==> src/rtl/instruction_sequencer.sv <==
// instruction_sequencer: host-fed instruction FIFO with per-entry repeat
// counts. It drives the accelerator's instruction input one slot per cycle
// and fills idle or stalled cycles with NOP.
//
// Ports
//   CLK          clock, rising edge
//   RST          synchronous reset, active-high
//   hostIns      instruction word to enqueue
//   hostRpt      extra issues of hostIns (issued hostRpt+1 times)
//   hostValid    host push request
//   hostReady    FIFO not full (combinational)
//   run          enables fetching of new FIFO entries
//   stall        suppresses the issue slot this cycle
//   instruction  registered word to the accelerator
//   busy         FSM is in ISSUE
//   drained      one-cycle pulse on ISSUE->IDLE
//   count        FIFO occupancy, 0..2**FA
module instruction_sequencer #(
   parameter int unsigned depth    = 3,
   parameter int unsigned W        = 16,
   parameter int unsigned insW     = (2 > depth) ? 2 : depth,
   parameter int unsigned insD     = ((2 ** depth) > W) ? (2 ** depth) : W,
   parameter int unsigned insWidth = 4 + 2 + 2 * insW + insD,
   parameter int unsigned FA       = 4,
   parameter int unsigned RW       = 8,
   parameter logic [insWidth-1:0] NOP = '0
) (
   input  logic                CLK,
   input  logic                RST,
   input  logic [insWidth-1:0] hostIns,
   input  logic [RW-1:0]       hostRpt,
   input  logic                hostValid,
   output logic                hostReady,
   input  logic                run,
   input  logic                stall,
   output logic [insWidth-1:0] instruction,
   output logic                busy,
   output logic                drained,
   output logic [FA:0]         count
);

   localparam int unsigned entW = RW + insWidth;
   localparam int unsigned cap  = 2 ** FA;
   localparam logic [FA:0] fullCount = (FA + 1)'(cap);

   typedef enum logic {
      IDLE,
      ISSUE
   } stateT;

   // FIFO storage and pointers
   logic [entW-1:0]     mem [0:cap-1];
   logic [FA-1:0]       wrPtr;
   logic [FA-1:0]       rdPtr;
   logic [entW-1:0]     headEnt;
   logic [insWidth-1:0] headIns;
   logic [RW-1:0]       headRpt;
   logic                push;
   logic                pop;

   // FSM state and issue context
   stateT               state;
   stateT               stateNxt;
   logic [insWidth-1:0] curIns;
   logic [insWidth-1:0] curInsNxt;
   logic [RW-1:0]       rem;
   logic [RW-1:0]       remNxt;
   logic                slot;
   logic                drainedNxt;
   logic [insWidth-1:0] instructionNxt;
   logic                haveEntry;

   assign hostReady = (count != fullCount);
   assign push      = hostValid && hostReady;
   assign headEnt   = mem[rdPtr];
   assign headIns   = headEnt[insWidth-1:0];
   assign headRpt   = headEnt[entW-1 -: RW];
   assign busy      = (state == ISSUE);
   // Pre-edge occupancy: a word pushed this cycle is not poppable until next.
   assign haveEntry = run && (count != '0);

   // FIFO payload write; contents need no reset since count gates reads
   always_ff @(posedge CLK) begin
      if (push) begin
         mem[wrPtr] <= {hostRpt, hostIns};
      end
   end

   // FIFO pointers and occupancy
   always_ff @(posedge CLK) begin
      if (RST) begin
         wrPtr <= '0;
         rdPtr <= '0;
         count <= '0;
      end else begin
         if (push) begin
            wrPtr <= wrPtr + FA'(1);
         end
         if (pop) begin
            rdPtr <= rdPtr + FA'(1);
         end
         if (push && !pop) begin
            count <= count + (FA + 1)'(1);
         end else if (pop && !push) begin
            count <= count - (FA + 1)'(1);
         end
      end
   end

   // State register and registered outputs
   always_ff @(posedge CLK) begin
      if (RST) begin
         state       <= IDLE;
         curIns      <= NOP;
         rem         <= '0;
         instruction <= NOP;
         drained     <= 1'b0;
      end else begin
         state       <= stateNxt;
         curIns      <= curInsNxt;
         rem         <= remNxt;
         instruction <= instructionNxt;
         drained     <= drainedNxt;
      end
   end

   // Next-state: fetch in IDLE, count down repeats in ISSUE, chain entries
   always_comb begin
      stateNxt   = state;
      curInsNxt  = curIns;
      remNxt     = rem;
      pop        = 1'b0;
      slot       = 1'b0;
      drainedNxt = 1'b0;
      case (state)
         IDLE: begin
            if (haveEntry) begin
               pop       = 1'b1;
               curInsNxt = headIns;
               remNxt    = headRpt;
               stateNxt  = ISSUE;
            end
         end
         ISSUE: begin
            if (!stall) begin
               slot = 1'b1;
               if (rem != '0) begin
                  remNxt = rem - RW'(1);
               end else if (haveEntry) begin
                  // Back-to-back load: the next cycle is already a slot.
                  pop       = 1'b1;
                  curInsNxt = headIns;
                  remNxt    = headRpt;
               end else begin
                  stateNxt   = IDLE;
                  drainedNxt = 1'b1;
               end
            end
         end
         default: begin
            stateNxt = IDLE;
         end
      endcase
      instructionNxt = slot ? curIns : NOP;
   end

endmodule
==> config.mk <==
export PLATFORM = sky130hd
export DESIGN_NAME = instruction_sequencer
export DESIGN_NICKNAME = d
export VERILOG_FILES = /design/src/rtl/instruction_sequencer.sv
export SDC_FILE = /design/constraint.sdc
export NUM_CORES = 1
export LEC_CHECK = 0
export CAP_MARGIN = 20
export CORE_UTILIZATION = 48
export CTS_CLUSTER_DIAMETER = 80
export DETAILED_ROUTE_END_ITERATION = 6
export HOLD_SLACK_MARGIN = 0.1
export MAX_ROUTING_LAYER = met4
export PLACE_DENSITY_LB_ADDON = 0.2
export SLEW_MARGIN = 0
export SYNTH_ARGS = -nofsm -noshare
export SYNTH_HDL_FRONTEND = slang
export SYNTH_SLANG_ARGS = --single-unit
export TNS_END_PERCENT = 50
==> constraint.sdc <==
create_clock -name CLK -period 8.15 [get_ports CLK]
set_input_delay 1.63 -clock CLK [delete_from_list [all_inputs] [get_ports CLK]]
set_output_delay 1.63 -clock CLK [all_outputs]
set_load 0.02 [all_outputs]
After elaboration in Yosys (flattened, before gate mapping)
Memories as Yosys holds them, arrays and structs flattened. A register that Yosys moved wholly into a read port is not among the register bits.
Cells that the tools add are included.
{ "op_classes": {"addsub": 5, "mux": 24, "n_bitwise": 2, "eq_ne": 3, "reduce_logical": 12} }
{ "ops": {"columns": ["op", "n"], "rows": [
  ["$mux W28", 3],
  ["$pmux W28 S2", 1],
  ["$mux W8", 3],
  ["$pmux W8 S2", 1],
  ["$mux W1", 10],
  ["$mux W5", 2],
  ["$add A4 B1 Y4 const B", 2],
  ["$mux W4", 2],
  ["$reduce_bool A8 Y1", 1],
  ["$sub A8 B1 Y8 const B", 1],
  ["$add A5 B1 Y5 const B", 1],
  ["$ne A5 B5 Y1 const B", 1],
  ["$reduce_bool A5 Y1", 1],
  ["$sub A5 B1 Y5 const B", 1],
  ["$logic_and A1 B1 Y1", 4],
  ["$ne A2 B2 Y1 const B", 2],
  ["$pmux W1 S2", 2],
  ["$reduce_or A4 Y1", 1],
  ["$logic_not A1 Y1", 2],
  ["$not A1 Y1", 2],
  ["$reduce_and A2 Y1", 1],
  ["$reduce_bool A2 Y1", 1],
  ["$reduce_or A2 Y1", 1]
]} }
{ "totals": {"n_memories": 1, "inputBits": 41, "regBits": 79, "ram_bits": 576} }
{ "mem_list": {"columns": ["memory", "depth", "word_bits", "read_ports", "rd_clocked_by_memory_dff", "write_ports", "line", "source"], "rows": [
  ["mem", 16, 36, 1, 1, 1, "52", "logic [entW-1:0] mem [0:cap-1];"]
]} }

Logic depth before layout (Yosys ltp)
Gate-level depths: netlist of run 1.
{ "logic_depth": {"ltp_word": 9, "mapped_depth": 14} }

Worst setup path before layout of run 1
No wires, ideal clock.
{ "synth_path": {"kind": "input-to-reg", "start": "in hostValid", "end": "mem mem[3][0] (netlist bit) (enable)", "setup_slack_ps": 2879, "arrival_ps": 4797, "cell_stages": 3, "t_required_ps": 7676, "path_buffers": 0, "cell_sequence": "a21boi_1 nand2_1 nor3_1"} }
{ "synth_between": {"elab_chain_cells": 3} }
{ "synth_lines": {"columns": ["element", "line", "source"], "rows": [
  ["start, declared", "32", "input logic hostValid,"],
  ["$logic_and A1 B1 Y1", "74", "assign push = hostValid && hostReady;"],
  ["$mux W1", "84", "if (push) begin"],
  ["$mux W1 (not written as such)", "85", "mem[wrPtr] <= {hostRpt, hostIns};"],
  ["end, declared", "52", null]
]} }
No other way between the ends.

Final worst setup path of run 1
{ "layout_path": {"start": "in stall", "end": "reg count[4]"} }
{ "layout_between": {"elab_chain_cells": 5} }
{ "layout_lines": {"columns": ["element", "line", "source"], "rows": [
  ["start, declared", "35", "input logic stall,"],
  ["$mux W1 *", "145", "if (!stall) begin"],
  ["$pmux W1 S2 *", "135", "case (state)"],
  ["$logic_not A1 Y1", "102", "if (push && !pop) begin"],
  ["$logic_and A1 B1 Y1", "102", null],
  ["$mux W5 / $reduce_bool A2 Y1 (equally long branches)", null, null],
  ["end signal, assigned", "103", "count <= count + (FA + 1)'(1);"],
  ["end signal, assigned", "105", "count <= count - (FA + 1)'(1);"],
  ["end, declared", "39", "output logic [FA:0] count"]
]} }
Mark *: on every way between the ends. The rest lies on a longest branch, timed or not.
A chain may end at the register's enable or synchronous reset.

==> out/results.ini, run 1 <==
[route]
wl_per_cell_um=26.3
drc=0
wl_mm=55.6
drt_pre_antenna_iters=5
drtAntennaViolNets=0
vias=12471
first_iter_violations=1217
via_per_inst=5.90

[clock_tree]
clock_sink_count=659
clk_pin_slew_worst_paths_ps=60
htreeDepth=3
clock_path_buffers=3
cts_tree=built
clk_latency_ps=590
postCtsHoldBufs=0
post_cts_resized=0
numCtsBuffers=69
clockRootBuffer=clkbuf_16
post-cts-setup-buffer-count=0

[floorplanning]
core-area_um2=51500
die_h_um=231
initial_core_util=0.488
rows=83
die_area_um2=53300
dieWidth_um=231
io_pins=77

[setup_path]
cp_slowest_cell=clkdlybuf4s50_1
critPathTopFamily=compound AO/OA/AOI/OAI gates
critPathKind=primary input to flip-flop
path_max_fanout=12
cp_data_arrival_time_ps=4650
cp_slowest_stage_delay_ps=630
critPathBufInv=3
path_cells=clkdlybuf4s50_1 -> o41a_4 -> nor2_4 -> inv_1 -> ha_1 -> inv_1 -> ha_1 -> a21o_1 -> a21oi_1 -> xnor2_1 -> or3_1 -> a21oi_1
worst_setup_path_start_kind=primary input
endpoint_kind=flip-flop
cp.required_ps=8670

[placement]
gp_congestion=0.795
portBuffers=76
hpwlAfterDp_mm=32.4

[grt]
grt_max_degree=78
grt_pass1_vias=12616
track_usage=0.222
grt_overflow_total=0
antenna_found_initial=0
grt_pass1_wl_mm=83.4

[logic_synthesis]
ys_types=58
yosysWarnings=0
synth-compound-area-share=0.0437
synthAdderAreaFrac=0.00627
synth_area_leaders=edfxtp_1 (69%), mux4_2 (11%), dfxtp_1 (6.6%)
ys_seq_area_frac=0.754
syn-cell-area_um2=25100
synth_edf_count=576
synth_seq_cells=659
synth_common_cells=edfxtp_1 (576), mux4_2 (125), dfxtp_1 (83)
yosysMostFrequentCell=edfxtp_1
synthesis.instances=1275
synth_top_family_by_area=multiplexers
synth-simple-area-share=0.0354
muxShareOfSynthArea=0.142
synth_area_per_cell_um2=19.7
async_reset_ff_frac=0
syn_nets=1328
synth_top_area_cell=edfxtp_1
yosys.area_share.xor_xnor=0.00418
synth_top_area_share=0.688
ys.flop_type=edfxtp_1

[cells_and_area]
drive_gt1_frac=0.201
syn2layout_area_growth_pct=15.7
fin_nets=1431
diodes=0

[power]
switching_share=0.265
p_comb_frac=0.198
p_leak_nw=9.09
p_per_area_nw_per_um2=308
vdd_drop_max_v=0.000201
power_w=0.00895
p_switching_w=0.00237
pwr-share-seq=0.448
p_clk_frac=0.354
intPower_w=0.00658

[hold_path]
holdCritPathClass=flip-flop to flip-flop

[timing]
clock-skew-final_ps=14.4
hold_viol=0
worst_pin_slew_ps=1090
rsz0062_at_grt=false
relSlewSlack=0.270
layout_min_cycle_time_ps=4120
setup-violations-final=0
fmax_ghz=0.243
finalSetupTns_ps=0
timing.final.crit_share=0.506
slew_violations=0

[outcome]
status=finished clean

[run]
drv_cap=0

-- path summary, 6_finish.rpt --
path,from,end,slack (ps),cells past startpoint
worst max-delay path,stall,count[4],4030,12
worst min-delay path,curIns[13],instruction[13],460,1
worst max register to register,count[0],count[4],4780,12
worst min register to register,curIns[13],instruction[13],460,1
-- flip-flops by register name, indices dropped and copies added (netlist names), named ones only --
signal,cells
instruction,28
rem,8
drained,1
rdPtr,4
busy,1
count,5
curIns,28
mem,576
wrPtr,4
-- per-stage QoR --
step	area, um^2	hold slack [ps]	cells	setup WS (ps)	utilization
after floorplan	25100	430	1275	2880	-
after global placement	26800	446	1987	3490	0.520
after detailed placement	26800	447	1987	3430	0.520
after CTS	29100	467	2115	4050	0.565
after global routing	29100	475	2115	3800	0.565
final	29100	464	2115	4030	0.565
-- cell usage in the layout (no fill, tap or decap), types with 27 or more instances in the layout --
cell             instances
edfxtp_1               576
mux4_2                 125
dfxtp_1                 79
clkdlybuf4s50_1         76
clkbuf_16               73
mux2i_1                 68
a21oi_1                 42
nor2b_1                 37
a211oi_1                33
and2_1                  29
a22o_1                  29
nor2_1                  27
-- metal layers --
layer  global-route usage  wire, um  part of all wire  vias to the layer above
met2                0.314     25000              0.45                      421
met3               0.0366      3530             0.064                       68
met5                    -         0                 0                        -
met4               0.0588       896             0.016                        0
li1                     -         -                 -                     5397
met1                0.336     26200              0.47                     6585
-- final cells by class --
cell class	instances	area, um^2
Clock buffer	102	2040
Clock inverter	26	282
Fill cell	3925	22400
Inverter	7	26.3
Multi-Input combinational cell	538	5930
Sequential cell	659	19000
Tap cell	680	851
Timing Repair Buffer	103	988
-- cells by family (layout without fill, tap and decap cells) --
logic type / count (synthesis) / after routing
xor+xnor: 12 / 12
fa+ha+maj: 12 / 12
mux: 199 / 199
buf+inv: 78 / 238
flops: 659 / 659
compound gates: 152 / 152
simple gates: 163 / 163
-- power by group through the flow --
stage / combinational [W] / sequential (W) / clock, W
CTS: 0.00179 / 0.00401 / 0.00323
global placement: 0.00178 / 0.00408 / 0
finish: 0.00177 / 0.00401 / 0.00317
floorplan: 0.00132 / 0.00401 / 0
detailed placement: 0.00178 / 0.00408 / 0
global route: 0.00193 / 0.00403 / 0.00335
-- worst register-to-register path, cell delays in order (launching register included) --
cell	delay, ps
dfxtp_1	380
or4_1	620
o21ai_2	510
nor2_4	130
inv_1	80
ha_1	170
inv_1	110
fa_1	420
a21o_1	170
a21oi_1	190
xnor2_1	90
or3_1	300
a21oi_1	140
(Power assumes the default switching activity.)
==> inputs of run 2 (changes only) <==
Clock period 8.15 ns to 4.15 ns, I/O delays scaled along.
==> out/results.ini, run 2 (synthesis gave the netlist of run 1 again) <==
[cells_and_area]
top_register=mem
final.fill_count=3912
multiInputGateArea_um2=5950
register_area_um2=19000
top_regs=mem (576), curIns (28), instruction (28)
drive_gt1_frac=0.204
largest_reg_flops=576
finalNonFillerCells=2126
final_cell_mix=edfxtp_1 (576), mux4_2 (125), dfxtp_1 (79)
layout_commonest_cell=edfxtp_1
syn2layout_area_growth_pct=16.3
fin_nets=1443

[timing]
rsz0062_at_grt=false
timing.final.crit_share=0.808
setup-violations-final=0
fin_ws_ps=798
slew_violations=0
clock-skew-final_ps=17.4
hold_viol=0
fmax_ghz=0.298
finalSetupTns_ps=0
relSlewSlack=0.494
layout_min_cycle_time_ps=3350
worst_pin_slew_ps=759

[grt]
grt_max_degree=57
grt_pass1_vias=12414
antenna_found_initial=4
track_usage=0.210
grt_overflow_total=0
grt_pass1_wl_mm=78.9

[floorplanning]
die_area_um2=53300
initial_core_util=0.488
io_pins=77
rows=83
die_h_um=231
core-area_um2=51500
dieWidth_um=231

[setup_path]
critPathKind=flip-flop to flip-flop
cp_data_arrival_time_ps=3880
reg2reg_to=count[4]
rrSetupSlack_ps=800
r2r_start=count[0]
cp.required_ps=4680
worst_setup_path_start_kind=flip-flop
endpoint_kind=flip-flop
reg2reg_depth=12
path_max_fanout=12

[clock_tree]
clk_pin_slew_worst_paths_ps=60
clock_sink_count=659
postCtsHoldBufs=0
clk_latency_ps=590
clock_path_buffers=3
post-cts-setup-buffer-count=0
post_cts_resized=0
htreeDepth=3
clockRootBuffer=clkbuf_16
numCtsBuffers=69
cts_tree=built

[placement]
hpwlAfterDp_mm=26.5
placedCellCount=1999
portBuffers=76
dp_slack_ps=542
gp_congestion=0.783

[power]
p_per_area_nw_per_um2=591
vdd_drop_max_v=0.000307
p_leak_nw=9.14

[run]
drv_cap=0

[route]
drt_pre_antenna_iters=5
wl_per_cell_um=24.9
first_iter_violations=1249
wl_mm=52.9
via_per_inst=5.75
drtAntennaViolNets=0
vias=12233
drc=0

[hold_path]
hp-start=curIns[24]
holdCritPathClass=flip-flop to flip-flop
worstHoldEndpoint=instruction[24]
min_delay_path_depth=1

[outcome]
status=finished clean

==> run 2: report_power, final <==
part | switching (W) | internal [W] | leakage (nW)
registers | 0.000323 | 0.00756 | 5.88
logic | 0.00165 | 0.00168 | 2.16
clock network | 0.00243 | 0.00363 | 1.10
==> run 2: layout make-up <==
| class | instances | share of cell area |
|---|---|---|
| inverter | 7 | 0.000899 |
| clock buffer | 96 | 0.0675 |
| tap | 680 | 0.0291 |
| multi-input combinational | 538 | 0.203 |
| antenna | 3 | 0.000257 |
| clock inverter | 28 | 0.00903 |
| sequential | 659 | 0.649 |
| timing repair buffer | 115 | 0.0407 |
==> run 2: metrics by stage <==
stage | hold slack (ps) | power [W] | utilization | instance area (um^2)
finish | 456 | 0.0173 | 0.568 | 29200
CTS | 460 | 0.0174 | 0.567 | 29200
global placement | 449 | 0.0113 | 0.524 | 27000
detailed placement | 446 | 0.0114 | 0.524 | 27000
floorplan | 430 | 0.0105 | - | 25200
global route | 480 | 0.0180 | 0.568 | 29200
==> run 2: worst max path at each step <==
stage | slack [ps] | cells after the start | startpoint | endpoint
final | 800 | 12 | count[0] | count[4]
after CTS | 790 | 12 | count[0] | count[4]
after detailed placement | 540 | 12 | stall | count[4]
after floorplan | -280 | 3 | hostValid | mem[0][0]
after global routing | 560 | 12 | count[0] | count[4]
after global placement | 540 | 12 | stall | count[4]
==> run 2: per-layer routing <==
metal / vias up / share of wire / track usage
met5: - / 0 / -
met2: 345 / 0.48 / 0.322
li1: 5435 / - / -
met4: 0 / 0.018 / 0.0619
met1: 6377 / 0.44 / 0.292
met3: 76 / 0.058 / 0.0347
==> run 2: critical path, stage by stage, from the launching register on <==
cell and delay, ps:
dfxtp_1 370, or4_1 620, o21ai_2 540, nor2_4 120, inv_1 80, ha_1 170
inv_1 100, fa_1 420, a21o_1 180, a21oi_1 170, xnor2_1 90, or3_1 300
a21oi_1 130
